### config.mk
export PLATFORM = sky130hd
export DESIGN_NAME = gate_bank
export DESIGN_NICKNAME = d
export VERILOG_FILES = /design/src/rtl/gate_bank.sv
export SDC_FILE = /design/constraint.sdc
export NUM_CORES = 1
export LEC_CHECK = 0
export BUFFER_PORTS_ARGS = -buffer_cell sky130_fd_sc_hd__buf_4
export CORE_ASPECT_RATIO = 1.1
export CORE_MARGIN = 2
export CORE_UTILIZATION = 29
export DETAILED_ROUTE_END_ITERATION = 8
export HOLD_SLACK_MARGIN = 0.12
export PLACE_DENSITY = 0.42
export SYNTH_ARGS = -nofsm -noshare
export SYNTH_HDL_FRONTEND = slang
export SYNTH_SLANG_ARGS = --single-unit
### constraint.sdc
create_clock -name clk -period 3.4 [get_ports clk]
set_clock_uncertainty 0.1 [all_clocks]
set_input_delay 0.17 -clock clk [delete_from_list [all_inputs] [get_ports clk]]
set_output_delay 0.17 -clock clk [all_outputs]
set_load 0.01 [all_outputs]
### src/rtl/gate_bank.sv
// Debounced N-input logic gate driving one LED; a debounced mode button
// steps the reduction function through AND, OR, XOR and NAND.
module gate_bank #(
    parameter int unsigned N_IN           = 2,
    parameter int unsigned DEB_CYCLES     = 250000,
    parameter bit          LED_ACTIVE_LOW = 1'b1
) (
    input  logic            clk,
    input  logic            rst_n,
    input  logic [N_IN-1:0] btn_n,
    input  logic            mode_btn_n,
    output logic            led,
    output logic [1:0]      mode,
    output logic [N_IN-1:0] level
);

    localparam int unsigned NCH  = N_IN + 1;
    localparam int unsigned CW   = $clog2(DEB_CYCLES);
    localparam logic [CW-1:0] CMAX = CW'(DEB_CYCLES - 1);

    typedef enum logic [1:0] {
        M_AND  = 2'd0,
        M_OR   = 2'd1,
        M_XOR  = 2'd2,
        M_NAND = 2'd3
    } mode_e;

    logic [NCH-1:0] raw;
    logic [NCH-1:0] sync1_q, sync2_q, s;
    logic [NCH-1:0] stable_q, stable_d;
    logic [CW-1:0]  cnt_q [NCH];
    logic [CW-1:0]  cnt_d [NCH];
    logic           mode_rise;
    mode_e          state_q, state_d;
    logic           result_q, result_d;

    // Mode button rides along as the top channel so it shares the debouncer.
    assign raw = {mode_btn_n, btn_n};
    assign s   = ~sync2_q;

    always_ff @(posedge clk or negedge rst_n) begin
        if (!rst_n) begin
            sync1_q <= '1;
            sync2_q <= '1;
        end else begin
            sync1_q <= raw;
            sync2_q <= sync1_q;
        end
    end

    always_comb begin
        stable_d = stable_q;
        for (int unsigned ch = 0; ch < NCH; ch++) begin
            cnt_d[ch] = '0;
            if (s[ch] != stable_q[ch]) begin
                if (cnt_q[ch] == CMAX) begin
                    stable_d[ch] = s[ch];
                end else begin
                    cnt_d[ch] = cnt_q[ch] + CW'(1);
                end
            end
        end
    end

    always_ff @(posedge clk or negedge rst_n) begin
        if (!rst_n) begin
            stable_q <= '0;
            cnt_q    <= '{default: '0};
        end else begin
            stable_q <= stable_d;
            cnt_q    <= cnt_d;
        end
    end

    // Advancing on the accepted rise keeps mode aligned with the level update edge.
    assign mode_rise = stable_d[N_IN] & ~stable_q[N_IN];

    always_comb begin
        state_d = state_q;
        if (mode_rise) begin
            unique case (state_q)
                M_AND:   state_d = M_OR;
                M_OR:    state_d = M_XOR;
                M_XOR:   state_d = M_NAND;
                M_NAND:  state_d = M_AND;
                default: state_d = M_AND;
            endcase
        end
    end

    always_comb begin
        result_d = 1'b0;
        unique case (state_q)
            M_AND:   result_d = &stable_q[N_IN-1:0];
            M_OR:    result_d = |stable_q[N_IN-1:0];
            M_XOR:   result_d = ^stable_q[N_IN-1:0];
            M_NAND:  result_d = ~&stable_q[N_IN-1:0];
            default: result_d = 1'b0;
        endcase
    end

    always_ff @(posedge clk or negedge rst_n) begin
        if (!rst_n) begin
            state_q  <= M_AND;
            result_q <= 1'b0;
        end else begin
            state_q  <= state_d;
            result_q <= result_d;
        end
    end

    assign led   = result_q ^ LED_ACTIVE_LOW;
    assign mode  = state_q;
    assign level = stable_q[N_IN-1:0];

endmodule

==> flow_metrics.py, run 1 <==
metrics = {
    "status": {
        "outcome": "finished clean",
    },
    "worst_setup_path": {
        "crit_buf_inv": 0,
        "cpMaxStageDelayCell": "or4_4",
        "reg2regPathDepth": 4,
        "slowest_delay_ns": 0.55,
        "reg2reg_slack_ns": 1.15,
        "cp_cell_sequence": "or4b_1 > or4_4 > o21ai_4 > nor2_1",
        "worst-path-max-fanout": 18,
        "cp.depth": 4,
        "r2r_end": "cnt_q[34]$_DFF_PN0_",
        "cpLargestDelayFamily": "simple AND/OR/NAND/NOR gates",
        "cp-end-kind": "flip-flop",
        "startpoint_type": "flip-flop",
        "r2r-start": "cnt_q[31]$_DFF_PN0_",
        "worstPathArrival_ns": 2.34,
        "cp.required_ns": 3.49,
        "crit_type": "reg -> reg",
    },
    "global_routing": {
        "grt-ovfl-total": 0,
        "grt_pass1_wl_um": 11500,
        "grt_pass1_vias": 2410,
        "grt_antenna_before_repair": 0,
        "track_usage_pct": 12.0,
        "grt_max_degree": 67,
    },
    "floorplan": {
        "core.rowCount": 40,
        "core_um2": 11000,
        "fp.dieW_um": 106,
        "ios": 10,
        "die_y_um": 116,
        "initial_core_util_pct": 29.9,
        "dieArea_um2": 12200,
    },
    "timing": {
        "hold_viol": 0,
        "fin_crit_sh_pct": 66.1,
        "min_period_ns": 2.25,
        "timing.fmax_mhz": 445,
        "setup_violations": 0,
        "finalMaxSlewViolations": 0,
        "finalWorstSetupSlack_ns": 1.15,
        "slew_headroom_pct": 42.7,
        "fin_tns_setup_ns": 0,
        "worst_pin_slew_ns": 0.860,
        "rsz0062_at_grt": "false",
    },
    "detailed_routing": {
        "remaining_drc_errors": 0,
        "wl_um": 6520,
        "drtIter0Drc": 85,
        "drtPass1Iterations": 4,
        "drtAntennaViolNets": 0,
        "routed_via_density": 4.72,
        "vias": 2315,
        "post_drt_wl_per_cell_um": 13.3,
    },
    "yosys": {
        "syn-mean-instance-area_um2": 10.1,
        "netlist_area_um2": 3290,
        "synth.area.top_cells": "dfrtp_1 46%, xnor2_1 6.7%, nor2_1 6.6%",
        "yosys.area.top_type": "dfrtp_1",
        "synth_cell_types": 40,
        "synth_warnings": 0,
        "synth_nets": 339,
        "ys_seq_area_share_pct": 50.4,
        "ys_seq_elements": 66,
        "netlist_instances": 325,
        "synth_top_area_share_pct": 45.6,
    },
    "pwr": {
        "cellLeakagePower_nw": 1.55,
        "internal_power_mw": 1.38,
        "power_density_nw_per_um2": 465,
        "p_clk_share_pct": 51.4,
        "p_seq_share_pct": 45.6,
        "combPwrFrac_pct": 3.0,
        "p_total_mw": 1.78,
        "irDropWorstVdd_mv": 0.206,
        "switching_power_mw": 0.395,
        "p_sw_share_pct": 22.2,
    },
    "cts": {
        "clock_path_buffers": 2,
        "cts_setup_buffers": 0,
        "root_buffer": "clkbuf_16",
        "numCtsBuffers": 9,
        "path_clk_slew_ns": 0.05,
        "worstSkewPairLatency_ns": 0.33,
        "cts.sinks": 66,
        "cts_htree_levels": 3,
        "cts-resized-gates": 0,
        "cts_tree": "done",
    },
    "hold_path": {
        "hold-path-endpoint": "sync2_q[2]$_DFF_PN1_",
        "min_path_cells": 0,
        "hp-start": "sync1_q[2]$_DFF_PN1_",
        "hold_class": "reg -> reg",
    },
    "placed_design": {
        "dp_hpwl_um": 4340,
        "post-place-ws_ns": 1.13,
        "place.gp.congestion": 0.726,
        "io_buffer_count": 9,
    },
    "cells_and_area": {
        "n_antenna_cell": 0,
        "final_cell_mix": "60 x dfrtp_1, 58 x nor2_1, 25 x xnor2_1",
        "utilization_pct": 34.8,
        "nNetsFinal": 352,
        "layout_commonest_cell": "dfrtp_1",
        "layout-drive-gt1-share_pct": 11.7,
        "syn_to_final_growth_pct": 16.4,
    },
    "job": {
        "drv_cap": 0,
    },
}
## routing by layer
layer / global-route usage [%] / vias to the layer above / part of all wire (%)
met5: 0 / - / 0
li1: - / 1152 / -
met3: 2.81 / 14 / 3.3
met4: 7.63 / 0 / 2.3
met1: 15.1 / 1129 / 48
met2: 18.7 / 20 / 46
## final cells by class
type / instances / area [µm²]
Clock inverter: 7 / 70.1
Timing Repair Buffer: 15 / 123
Tap cell: 147 / 184
Multi-Input combinational cell: 232 / 1510
Inverter: 14 / 52.6
Clock buffer: 9 / 225
Sequential cell: 66 / 1660
Fill cell: 1167 / 7180
## cell usage after synthesis
library cell  number
o21ai_4            1
mux2_2             1
o31ai_1            4
xnor2_1           25
nor4bb_1           1
nand4b_1           1
and4_1             8
a222oi_1           1
or4b_1             1
a21oi_1            4
nand3_1           20
o21a_1             1
nor4b_1            2
or4_4              1
nor4_1            11
xor2_1            21
buf_4              2
nand2_1           12
nand4_2            1
o21ai_1            1
and3_1             3
and2_1             3
nand4_1           20
nand2b_1           1
dfstp_2            6
ha_1               9
nor3_1             5
nor2_1            58
o21ba_2            1
or3_1              2
nand3b_1           1
dfrtp_1           60
or4_1              4
buf_6              1
clkbuf_1          10
o41ai_2            1
or2_2              1
o21ai_0            2
inv_1             14
mux2i_1            4
## flip-flops by register name, indices dropped and copies added (netlist names)
register and cells:
cnt_q 54, mode 2, result_q 1, stable_q 3, sync1_q 3, sync2_q 3
## what timing repair did
action                                  CTS  global route
hold buffers                              4             0
endpoints found under the setup margin    0             0
hold endpoints to repair                 63             0
## through the flow
step / instances / hold WS (ns) / area, µm²
floorplan: 325 / -0.226 / 3290
global placement: 470 / 0.179 / 3490
detailed placement: 470 / 0.179 / 3490
CTS: 490 / 0.256 / 3830
global route: 490 / 0.261 / 3830
finish: 490 / 0.255 / 3830
## logic make-up (layout without fill, tap and decap cells)
kind of cell / count (synthesis) / in the layout / share of synthesized area [%]
and+or+nand+nor: 156 / 156 / 25.0
DFF: 66 / 66 / 50.4
xor gates and xnor gates: 46 / 46 / 12.2
buffers and inverters: 27 / 45 / 3.54
AOI/OAI and AO/OA: 16 / 16 / 3.80
adders and majority gates: 9 / 9 / 3.42
muxes: 5 / 5 / 1.56
## power groups by stage
stage	registers, mW	clock network [mW]	logic, mW
after floorplan	0.823	0	0.0258
after global placement	0.826	0	0.0526
after detailed placement	0.826	0	0.0526
after CTS	0.812	0.944	0.0562
after global routing	0.814	0.978	0.0635
final	0.812	0.914	0.0531
## how the worst max path moves through the flow
stage                             start                   to  slack, ns
CTS                 cnt_q[31]$_DFF_PN0_  cnt_q[34]$_DFF_PN0_       1.12
global route        cnt_q[31]$_DFF_PN0_  cnt_q[21]$_DFF_PN0_       1.03
finish              cnt_q[31]$_DFF_PN0_  cnt_q[34]$_DFF_PN0_       1.15
global placement    cnt_q[31]$_DFF_PN0_  cnt_q[30]$_DFF_PN0_       1.14
detailed placement  cnt_q[31]$_DFF_PN0_  cnt_q[32]$_DFF_PN0_       1.13
floorplan           cnt_q[31]$_DFF_PN0_  cnt_q[27]$_DFF_PN0_       1.32
Note: power is estimated with default switching activity, not from simulation.
==> run 2, diff against run 1 <==
--- a/config.mk
+++ b/config.mk
@@ -11,7 +11,7 @@
 export CORE_UTILIZATION = 29
 export DETAILED_ROUTE_END_ITERATION = 8
 export HOLD_SLACK_MARGIN = 0.12
-export PLACE_DENSITY = 0.42
+export PLACE_DENSITY = 0.44
 export SYNTH_ARGS = -nofsm -noshare
 export SYNTH_HDL_FRONTEND = slang
 export SYNTH_SLANG_ARGS = --single-unit
==> constraint.sdc (replaced) <==
create_clock -name clk -period 1.85 [get_ports clk]
set_clock_uncertainty 0.1 [all_clocks]
set_input_delay 0.0925 -clock clk [delete_from_list [all_inputs] [get_ports clk]]
set_output_delay 0.0925 -clock clk [all_outputs]
set_load 0.01 [all_outputs]
==> flow_metrics.py, run 2 (synthesized netlist as in run 1, its figures left out) <==
metrics = {
    "placed_design": {
        "post-place-cells": 506,
        "dp_hpwl_um": 4810,
        "place.gp.congestion": 0.776,
        "placed_cell_area_um2": 3800,
        "post-place-ws_ns": -0.205,
        "io_buffer_count": 9,
    },
    "global_routing": {
        "grt_antenna_before_repair": 0,
        "grtUsageMet2_pct": 20.1,
        "grt-ovfl-total": 0,
        "track_usage_pct": 12.4,
        "grt_pass1_wl_um": 12200,
        "gr-usage-met1_pct": 16.1,
        "grt_max_degree": 39,
        "gr-max-usage-layer": "met2",
        "grt_util_met3_pct": 2.70,
        "grt_pass1_vias": 2551,
    },
    "pwr": {
        "p_seq_share_pct": 44.8,
        "irDropWorstVdd_mv": 0.306,
        "combPwrFrac_pct": 3.6,
        "cellLeakagePower_nw": 1.77,
        "p_clk_share_pct": 51.6,
        "internal_power_mw": 2.57,
        "switching_power_mw": 0.756,
        "power_density_nw_per_um2": 798,
        "p_sw_share_pct": 22.7,
    },
    "worst_setup_path": {
        "slowest_delay_ns": 0.55,
        "cp_cell_sequence": "or4_1 > or4_4 > buf_4 > o21ai_2 > o31ai_2",
        "cpMaxStageDelayCell": "or4_4",
        "startpoint_type": "flip-flop",
        "worst-path-max-fanout": 2,
        "cp.required_ns": 1.95,
        "crit_type": "reg -> reg",
        "worstPathArrival_ns": 2.15,
        "reg2regPathDepth": 5,
        "cp-end-kind": "flip-flop",
    },
    "cells_and_area": {
        "final_area_um2": 4170,
        "fill_cells": 1141,
        "n_antenna_cell": 0,
        "syn_to_final_growth_pct": 26.9,
        "final_cell_mix": "60 x dfrtp_1, 58 x nor2_1, 43 x buf_4",
        "largest_reg_flops": 54,
        "layout_commonest_cell": "dfrtp_1",
        "regMostFlops": "cnt_q",
        "layout-drive-gt1-share_pct": 21.6,
        "nNetsFinal": 388,
        "final_cells": 526,
    },
    "timing": {
        "slew_headroom_pct": 73.2,
        "rsz0062_at_grt": "true",
        "worst_pin_slew_ns": 0.399,
        "finalWorstSetupSlack_ns": -0.198,
        "setup_violations": 19,
        "min_period_ns": 2.05,
        "finalMaxSlewViolations": 0,
        "fin_crit_sh_pct": 111,
        "timing.fmax_mhz": 488,
        "hold_viol": 0,
    },
    "status": {
        "failed_checks": "setup timing",
        "outcome": "finished with violations",
    },
    "cts": {
        "path_clk_slew_ns": 0.06,
        "clock_path_buffers": 2,
        "cts_setup_buffers": 0,
        "cts_htree_levels": 3,
        "root_buffer": "clkbuf_16",
        "numCtsBuffers": 9,
        "worstSkewPairLatency_ns": 0.33,
        "cts.sinks": 66,
        "cts_tree": "done",
    },
    "floorplan": {
        "die_y_um": 116,
        "initial_core_util_pct": 29.9,
        "core.rowCount": 40,
        "dieArea_um2": 12200,
        "ios": 10,
        "core_um2": 11000,
        "fp.dieW_um": 106,
    },
    "detailed_routing": {
        "drtAntennaViolNets": 0,
        "wl_um": 6850,
        "remaining_drc_errors": 0,
        "vias": 2469,
        "drtIter0Drc": 91,
        "routed_via_density": 4.69,
        "post_drt_wl_per_cell_um": 13.0,
        "drtPass1Iterations": 4,
    },
    "hold_path": {
        "hold_class": "in -> async",
    },
    "job": {
        "drv_cap": 0,
    },
}
## run 2: path summary, 6_finish.rpt
path                                       from                 endpoint  slack, ns
max                         cnt_q[29]$_DFF_PN0_  stable_q[1]$_DFFE_PN0P_      -0.20
min                                       rst_n      mode[0]$_DFFE_PN0P_       0.14
max reg2reg                 cnt_q[29]$_DFF_PN0_  stable_q[1]$_DFFE_PN0P_      -0.20
min reg2reg                sync1_q[1]$_DFF_PN1_     sync2_q[1]$_DFF_PN1_       0.26
max in group asynchronous                 rst_n     sync1_q[1]$_DFF_PN1_       0.91
min in group clk           sync1_q[1]$_DFF_PN1_     sync2_q[1]$_DFF_PN1_       0.26
## run 2: power groups by stage
| stage | combinational [mW] | clock [mW] | sequential [mW] |
|---|---|---|---|
| after floorplan | 0.0495 | 0 | 1.51 |
| after global placement | 0.114 | 0 | 1.52 |
| after detailed placement | 0.117 | 0 | 1.52 |
| after CTS | 0.126 | 1.76 | 1.49 |
| after global routing | 0.139 | 1.82 | 1.49 |
| final | 0.120 | 1.72 | 1.49 |
## run 2: cell type report
type | count | area [µm²] | share of cell area (%)
Sequential cell | 66 | 1660 | 39.7
Multi-Input combinational cell | 232 | 1550 | 37.2
Timing Repair Buffer | 51 | 425 | 10.2
Clock buffer | 9 | 225 | 5.40
Tap cell | 147 | 184 | 4.41
Clock inverter | 7 | 76.3 | 1.83
Inverter | 14 | 52.6 | 1.26
## run 2: critical path: cells and delay by family, from the launching register on
kind            cells  cell delay (ns)
compound gates      2             0.22
flops               1             0.37
simple gates        2             1.08
buf+inv             1             0.16
## run 2: through the flow
step | TNS [ns] | hold slack, ns | utilization, % | power [mW]
after global routing | -4.14 | 0.169 | 37.9 | 3.45
after CTS | -3.50 | 0.138 | 37.8 | 3.38
after detailed placement | -3.52 | -0.0464 | 34.5 | 1.63
after global placement | -3.48 | -0.0540 | 34.5 | 1.63
final | -3.38 | 0.138 | 37.9 | 3.33
after floorplan | -3.16 | -0.303 | - | 1.56
## run 2: timing repair
item                                    4_1_cts  5_1_grt
hold endpoints to repair                     67        0
pin swaps                                     3        0
endpoints found under the setup margin       19       20
gates resized for setup                       5        3
hold buffers                                  4        0
## run 2: metal layers
| layer | part of all wire [%] | up-vias |
|---|---|---|
| met3 | 1.8 | 4 |
| li1 | - | 1231 |
| met5 | 0 | - |
| met4 | 1.4 | 0 |
| met1 | 50 | 1218 |
| met2 | 47 | 16 |
==> run 3, diff against run 2 <==
--- a/config.mk
+++ b/config.mk
@@ -6,12 +6,13 @@
 export NUM_CORES = 1
 export LEC_CHECK = 0
 export BUFFER_PORTS_ARGS = -buffer_cell sky130_fd_sc_hd__buf_4
-export CORE_ASPECT_RATIO = 1.1
+export CORE_ASPECT_RATIO = 0.7
 export CORE_MARGIN = 2
 export CORE_UTILIZATION = 29
 export DETAILED_ROUTE_END_ITERATION = 8
 export HOLD_SLACK_MARGIN = 0.12
 export PLACE_DENSITY = 0.44
+export SKIP_LAST_GASP = 1
 export SYNTH_ARGS = -nofsm -noshare
 export SYNTH_HDL_FRONTEND = slang
 export SYNTH_SLANG_ARGS = --single-unit
==> flow_metrics.py, run 3 (synthesized netlist as in run 1, its figures left out) <==
metrics = {
    "detailed_routing": {
        "routed_via_density": 4.54,
        "vias": 2413,
        "drtAntennaViolNets": 0,
        "remaining_drc_errors": 0,
        "wl_um": 6820,
        "post_drt_wl_per_cell_um": 12.8,
        "drtPass1Iterations": 4,
        "drtIter0Drc": 103,
    },
    "job": {
        "drv_cap": 0,
    },
    "timing": {
        "fin_tns_setup_ns": -3.65,
        "hold_viol": 0,
        "fin_crit_sh_pct": 111,
        "finalMaxSlewViolations": 0,
        "setup_violations": 19,
        "min_period_ns": 2.05,
        "rsz0062_at_grt": "true",
        "slew_headroom_pct": 68.5,
        "worst_pin_slew_ns": 0.472,
        "timing.fmax_mhz": 487,
        "finalWorstSetupSlack_ns": -0.202,
    },
    "cells_and_area": {
        "fill_cells": 1141,
        "final_cell_mix": "60 x dfrtp_1, 58 x nor2_1, 44 x buf_4",
        "utilization_pct": 37.8,
        "layout-drive-gt1-share_pct": 20.6,
        "regMostFlops": "cnt_q",
        "final_area_um2": 4180,
        "layout_commonest_cell": "dfrtp_1",
        "nNetsFinal": 387,
        "syn_to_final_growth_pct": 27.0,
        "multi_input_area_um2": 1540,
        "largest_reg_flops": 54,
        "regArea_um2": 1660,
        "n_antenna_cell": 0,
    },
    "worst_setup_path": {
        "cp-end-kind": "flip-flop",
        "worst-path-max-fanout": 14,
        "worstPathArrival_ns": 2.17,
        "crit_buf_inv": 1,
        "r2r-start": "cnt_q[31]$_DFF_PN0_",
        "cp.depth": 5,
        "reg2regPathDepth": 5,
        "cp_cell_sequence": "or4b_1 > or4_4 > o21ai_4 > buf_12 > nor2_1",
        "r2r_end": "cnt_q[27]$_DFF_PN0_",
        "cpMaxStageDelayCell": "or4_4",
        "cp-startpoint": "cnt_q[31]$_DFF_PN0_",
        "slowest_delay_ns": 0.55,
        "cp-endpoint": "cnt_q[27]$_DFF_PN0_",
        "cpLargestDelayFamily": "simple AND/OR/NAND/NOR gates",
        "startpoint_type": "flip-flop",
        "cp.required_ns": 1.97,
        "crit_type": "reg -> reg",
        "reg2reg_slack_ns": -0.20,
    },
    "hold_path": {
        "hold_class": "in -> async",
    },
    "floorplan": {
        "fp.dieW_um": 131,
        "initial_core_util_pct": 29.8,
        "die_y_um": 93.1,
        "core.rowCount": 32,
        "ios": 10,
        "dieArea_um2": 12200,
        "core_um2": 11100,
    },
    "placed_design": {
        "post-place-ws_ns": -0.206,
        "placed_cell_area_um2": 3790,
        "dp_hpwl_um": 4930,
        "io_buffer_count": 9,
        "place.gp.congestion": 0.769,
    },
    "pwr": {
        "p_seq_share_pct": 43.0,
        "combPwrFrac_pct": 3.5,
        "irDropWorstVdd_mv": 0.412,
        "p_sw_share_pct": 21.9,
        "cellLeakagePower_nw": 1.76,
        "switching_power_mw": 0.760,
        "internal_power_mw": 2.71,
        "power_density_nw_per_um2": 831,
        "p_clk_share_pct": 53.5,
    },
    "global_routing": {
        "track_usage_pct": 12.4,
        "grt_antenna_before_repair": 0,
        "grt_pass1_vias": 2394,
        "grt_max_degree": 37,
        "grt_pass1_wl_um": 11900,
        "grt-ovfl-total": 0,
    },
    "cts": {
        "worstSkewPairLatency_ns": 0.33,
        "cts_tree": "done",
        "path_clk_slew_ns": 0.06,
        "clock_path_buffers": 2,
        "cts_htree_levels": 3,
        "root_buffer": "clkbuf_16",
        "cts.sinks": 66,
        "numCtsBuffers": 9,
    },
    "status": {
        "failed_checks": "setup timing",
        "outcome": "finished with violations",
    },
}
==> run 3: worst min path at each step <==
stage / end / cells after the start / start
floorplan: cnt_q[0]$_DFF_PN0_ / 0 / rst_n
global placement: cnt_q[3]$_DFF_PN0_ / 1 / rst_n
detailed placement: cnt_q[0]$_DFF_PN0_ / 1 / rst_n
CTS: cnt_q[6]$_DFF_PN0_ / 2 / rst_n
global route: cnt_q[18]$_DFF_PN0_ / 2 / rst_n
finish: cnt_q[6]$_DFF_PN0_ / 2 / rst_n
==> run 3: final cells by class <==
| class | count | area share, % |
|---|---|---|
| Clock buffer | 9 | 5.39 |
| Clock inverter | 7 | 2.40 |
| Inverter | 14 | 1.26 |
| Multi-Input combinational cell | 232 | 36.9 |
| Sequential cell | 66 | 39.7 |
| Tap cell | 153 | 4.58 |
| Timing Repair Buffer | 50 | 9.82 |
==> run 3: repair_timing <==
item,CTS,global route
setup buffers,1,0
hold buffers,4,0
setup endpoints to repair,19,20
pin swaps,0,0
hold endpoints to repair,67,0
resized for setup,1,2
==> run 3: per-layer routing <==
metal | up-vias | global-route usage, % | part of all wire, %
li1 | 1231 | - | -
met1 | 1150 | 17.8 | 55
met2 | 25 | 17.5 | 40
met3 | 7 | 3.74 | 3.3
met4 | 0 | 4.62 | 1.5
met5 | - | 0 | 0
==> run 3: per-stage QoR <==
| stage | hold slack [ns] | instances | power (mW) |
|---|---|---|---|
| 3_3_place_gp | -0.0108 | 510 | 1.64 |
| 4_1_cts | 0.171 | 531 | 3.54 |
| 2_1_floorplan | -0.303 | 325 | 1.56 |
| 6_report | 0.164 | 531 | 3.47 |
| 3_5_place_dp | -0.00609 | 510 | 1.64 |
| 5_1_grt | 0.214 | 531 | 3.62 |
==> run 3: power groups by stage <==
stage	Clock, mW	Combinational [mW]	Sequential (mW)
after global placement	0	0.119	1.52
final	1.86	0.122	1.49
after global routing	1.98	0.145	1.49
after CTS	1.92	0.127	1.49
after floorplan	0	0.0495	1.51
after detailed placement	0	0.120	1.52
